File: config.mk
export PLATFORM = sky130hd
export DESIGN_NAME = serial_subtractor
export DESIGN_NICKNAME = d
export VERILOG_FILES = /design/src/rtl/serial_subtractor.sv
export SDC_FILE = /design/constraint.sdc
export NUM_CORES = 1
export LEC_CHECK = 0
export ABC_AREA = 1
export BUFFER_PORTS_ARGS = -buffer_cell sky130_fd_sc_hd__buf_4
export CORE_AREA = 2 2 76 92
export CTS_CLUSTER_SIZE = 10
export DETAILED_ROUTE_END_ITERATION = 10
export DIE_AREA = 0 0 78 94
export PLACE_DENSITY_LB_ADDON = 0.2
export RECOVER_POWER = 50
export SYNTH_ARGS = -nofsm -noshare
export SYNTH_HDL_FRONTEND = slang
export SYNTH_SLANG_ARGS = --single-unit
File: constraint.sdc
create_clock -name Clk -period 1.5 [get_ports Clk]
set_input_delay 0.15 -clock Clk [delete_from_list [all_inputs] [get_ports Clk]]
set_output_delay 0.15 -clock Clk [all_outputs]
set_load 0.02 [all_outputs]
File: src/rtl/serial_subtractor.sv
// Bit-serial unsigned subtractor, LSB first, one full-subtract slice per clock.
// Optional signed overflow output: define SERIAL_SUB_OVERFLOW_EN.
module serial_subtractor #(
    parameter int DATA_WIDTH = 8
) (
    input  logic                  Clk,
    input  logic                  Reset_n_In,
    input  logic                  Start_In,
    input  logic [DATA_WIDTH-1:0] Data_A_In,
    input  logic [DATA_WIDTH-1:0] Data_B_In,
    output logic                  Ready_Out,
    output logic                  Valid_Out,
    output logic [DATA_WIDTH-1:0] Difference_Out,
    output logic                  Borrow_Out
`ifdef SERIAL_SUB_OVERFLOW_EN
    ,
    output logic                  Overflow_Out
`endif
);

    localparam int CW = $clog2(DATA_WIDTH + 1);
    localparam logic [CW-1:0] LAST = CW'(DATA_WIDTH - 1);

    typedef enum logic [1:0] {
        IDLE,
        SHIFT,
        DONE
    } state_t;

    state_t                state, state_nxt;
    logic [DATA_WIDTH-1:0] a_sr, b_sr, res_sr, res_nxt;
    logic [CW-1:0]         cnt;
    logic                  borrow, borrow_nxt, d_bit;
    logic                  last_bit;

    always_ff @(posedge Clk) begin
        if (!Reset_n_In) state <= IDLE;
        else             state <= state_nxt;
    end

    always_comb begin
        state_nxt = state;
        unique case (state)
            IDLE:    if (Start_In) state_nxt = SHIFT;
            SHIFT:   if (last_bit) state_nxt = DONE;
            DONE:    state_nxt = IDLE;
            default: state_nxt = IDLE;
        endcase
    end

    // The single 1-bit full-subtract slice
    always_comb begin
        d_bit      = a_sr[0] ^ b_sr[0] ^ borrow;
        borrow_nxt = (~a_sr[0] & b_sr[0])
                   | (~(a_sr[0] ^ b_sr[0]) & borrow);
        res_nxt    = {d_bit, {(DATA_WIDTH-1){1'b0}}} | (res_sr >> 1);
        last_bit   = (cnt == LAST);
    end

    always_ff @(posedge Clk) begin
        if (!Reset_n_In) begin
            a_sr           <= '0;
            b_sr           <= '0;
            res_sr         <= '0;
            borrow         <= 1'b0;
            cnt            <= '0;
            Difference_Out <= '0;
            Borrow_Out     <= 1'b0;
        end else if (state == IDLE) begin
            if (Start_In) begin
                a_sr   <= Data_A_In;
                b_sr   <= Data_B_In;
                res_sr <= '0;
                borrow <= 1'b0;
                cnt    <= '0;
            end
        end else if (state == SHIFT) begin
            a_sr   <= a_sr >> 1;
            b_sr   <= b_sr >> 1;
            res_sr <= res_nxt;
            borrow <= borrow_nxt;
            cnt    <= cnt + CW'(1);
            if (last_bit) begin
                Difference_Out <= res_nxt;
                Borrow_Out     <= borrow_nxt;
            end
        end
    end

`ifdef SERIAL_SUB_OVERFLOW_EN
    logic a_msb, b_msb;

    // Operand sign bits are gone from the shifters by the end, so keep them
    always_ff @(posedge Clk) begin
        if (!Reset_n_In) begin
            a_msb        <= 1'b0;
            b_msb        <= 1'b0;
            Overflow_Out <= 1'b0;
        end else if (state == IDLE) begin
            if (Start_In) begin
                a_msb <= Data_A_In[DATA_WIDTH-1];
                b_msb <= Data_B_In[DATA_WIDTH-1];
            end
        end else if (state == SHIFT && last_bit) begin
            Overflow_Out <= (a_msb != b_msb) && (d_bit != a_msb);
        end
    end
`endif

    assign Ready_Out = (state == IDLE);
    assign Valid_Out = (state == DONE);

endmodule

==> results by group <==
Worst setup path
  – Crit Path Class: flop to output port
  – Worst Setup End Kind: output port
  – CP Launch Type: flop
  – Worst EP required: 1350 ps
  – Max FO, Critical Path: 23
  – Crit path max-delay family: flip-flops
  – WP buf/inv: 2
  – Worst path slowest cell: dfxtp_1
  – Critical path, cell by cell: nor2_2 -> buf_12 -> buf_4
  – WP data arrival: 1200 ps
  – Largest stage delay, worst path: 380 ps

Global routing
  – M3 GR Usage: 2.60%
  – First-pass GRT wire length: 6.57 mm
  – Total track usage: 11.4%
  – Met1 Use GR: 13.9%
  – Final global-route overflow total: 0
  – Largest net degree at the start of global routing: 35
  – Vias in the first global route: 1467
  – GRT met2 Usage: 19.3%
  – Layer with the highest usage: met2
  – Initial antenna violation count: 0

Clock tree
  – Root buffer cell: clkbuf_8
  – Worst-Skew Late Latency: 290 ps
  – Clock transition at the registers of the reported paths: 70 ps
  – H-tree levels: 2
  – CTS buffer count: 5
  – Clock buffer depth: 2
  – CTS Sinks: 39
  – CTS tree: done

Floorplan
  – Core region area: 6410 sq um
  – FP Rows: 32
  – Die ar.: 7330 sq um
  – I/O Pins: 30
  – Starting density of the core: 27.3%
  – Die height: 94 um
  – Die Width: 78 um

Final layout
  – N_diodes: 0
  – P&R area growth vs syn: 22.3%
  – Layout cells sized above 1: 13.8%
  – Util after Layout: 33.4%
  – Nets@finish: 310
  – Layout fillers: 746
  – Final instance area: 2140 sq um

STA
  – Setup WS post-layout: 152 ps
  – Worst-Margin Slew: 344 ps
  – Post-route setup TNS: 0 ps
  – Slew Viols, Final: 0
  – Final number of hold-violating endpoints: 0
  – Final setup fails: 0
  – Fin crit share: 89.8%
  – Min Tclk post-route: 1350 ps
  – Clock Skew: 5.74 ps
  – Slew margin rel.: 77.1%
  – Fmax: 742 MHz
  – Unrepaired setup endpoints after global routing: no

Hold path
  – Worst Hold Class: primary input to flop

Placement
  – Buffers on Ports: 29
  – Pre-CTS WS: 166 ps
  – Estimated wirelength of the detail-placed design: 2.61 mm
  – Final GP Congestion: 0.700
  – Cell Area, Placed: 2070 sq um

Logic synthesis
  – Syn_nets: 281
  – Synth Cell Area: 1750 sq um
  – Top cell type by total area after synthesis: dfxtp_1
  – Flops & latches, synth: 39
  – YS warnings: 0
  – Area share of the largest cell type after synthesis: 44.7%
  – Seq/Total Area, Yosys: 44.7%
  – Mapped Cells: 260
  – Leading post-synthesis cells by cell area: dfxtp_1 (45%), nand2_1 (17%), nor2_1 (9.2%)
  – Yosys cell types: 22
  – Syn_area_per_cell: 6.72 sq um

Drt
  – Drt wl/cell: 9.90 um
  – ANT nets after route: 0
  – Drt via density: 4.04
  – Via count: 1514
  – # DRC: 0
  – First-pass DRT Iterations: 4
  – Initial drt markers: 77
  – Total Wirelength: 3.71 mm

Power and ir drop
  – Leakage power: 0.000990 uW
  – PwrDens: 1040 nW/um^2
  – Max VDD drop: 0.503 mV
  – Total power: 2220 uW

Status
  – Status: finished, final reports clean

Flow run
  – Max-cap violation count: 0
cell type report:
| cell class | instances | area (sq um) | share of cell area (%) |
|---|---|---|---|
| Inverter | 30 | 113 | 5.27 |
| Tap cell | 85 | 106 | 4.98 |
| Timing Repair Buffer | 35 | 251 | 11.8 |
| Clock buffer | 8 | 100 | 4.68 |
| Multi-Input combinational cell | 178 | 786 | 36.8 |
| Sequential cell | 39 | 781 | 36.5 |
synthesized netlist by cell type:
| cell | count |
|---|---|
| buf_6 | 1 |
| ha_1 | 1 |
| nor2_4 | 2 |
| fa_1 | 1 |
| nand2_2 | 1 |
| buf_4 | 2 |
| inv_2 | 2 |
| inv_1 | 28 |
| buf_2 | 7 |
| o21ai_0 | 19 |
| o22ai_1 | 1 |
| nor2_2 | 1 |
| clkbuf_1 | 2 |
| o21ai_2 | 1 |
| nand3_1 | 20 |
| dfxtp_1 | 39 |
| a21oi_1 | 3 |
| nand2_1 | 80 |
| nand3b_1 | 1 |
| buf_1 | 1 |
| o21ai_1 | 4 |
| nor2_1 | 43 |
final timing paths:
check,startpoint,endpoint,slack (ps),cells past startpoint
hold reg to reg,b_sr[7],b_sr[7],460,2
setup reg to reg,state[1],res_sr[7],180,5
setup / recovery,state[1],Ready_Out,150,3
hold / removal,Data_A_In[7],a_sr[7],140,3
per-layer routing:
metal	up-vias	share of wire, %
met3	4	3.8
met4	0	1.2
li1	848	-
met2	26	45
met1	636	50
met5	-	0
cell usage in the layout, fill, tap and decap left out, drive strengths merged:
cell type   n
o22ai       1
buf        25
nor2       46
nand3      20
dfxtp      39
fa          1
a21oi       3
clkbuf     18
o21ai      24
nand3b      1
nand2      81
ha          1
inv        30
worst reg2reg max path, stage by stage, from the launching register on:
cell and delay, ps:
dfxtp_1 470, inv_2 70, o21ai_1 160, clkbuf_2 290, inv_1 120, o21ai_0 140
cell families (layout without fill, tap and decap cells):
group / count (synthesis) / count (layout) / synth area share (%)
AO/OA/AOI/OAI: 28 / 28 / 8.30
adder cells (fa/ha/maj): 2 / 2 / 1.86
buffers and inverters: 43 / 73 / 10.6
flip-flops: 39 / 39 / 44.7
AND/OR/NAND/NOR: 148 / 148 / 34.6
registers in the layout, indices dropped and copies added, names as in the netlist:
name            count
borrow              1
b_sr                8
cnt                 4
state               2
res_sr              7
Difference_Out      8
Borrow_Out          1
a_sr                8
per-stage QoR:
step | instances | hold slack [ps]
2_1_floorplan | 260 | 285
3_3_place_gp | 367 | 417
4_1_cts | 375 | 107
6_report | 375 | 136
3_5_place_dp | 367 | 410
5_1_grt | 375 | 144
power by group:
group,total [uW],internal [uW],switching (uW)
Combinational,335,139,197
Sequential,1110,1090,22.4
Clock,773,420,353
Total,2220,1650,572
what timing repair did:
action / in CTS / in global routing
endpoints found under the setup margin: 0 / 4
setup buffers: 0 / 0
hold buffers: 0 / 0
gates resized for setup: 0 / 1
hold endpoints to repair: 0 / 0
(Power assumes the default switching activity.)
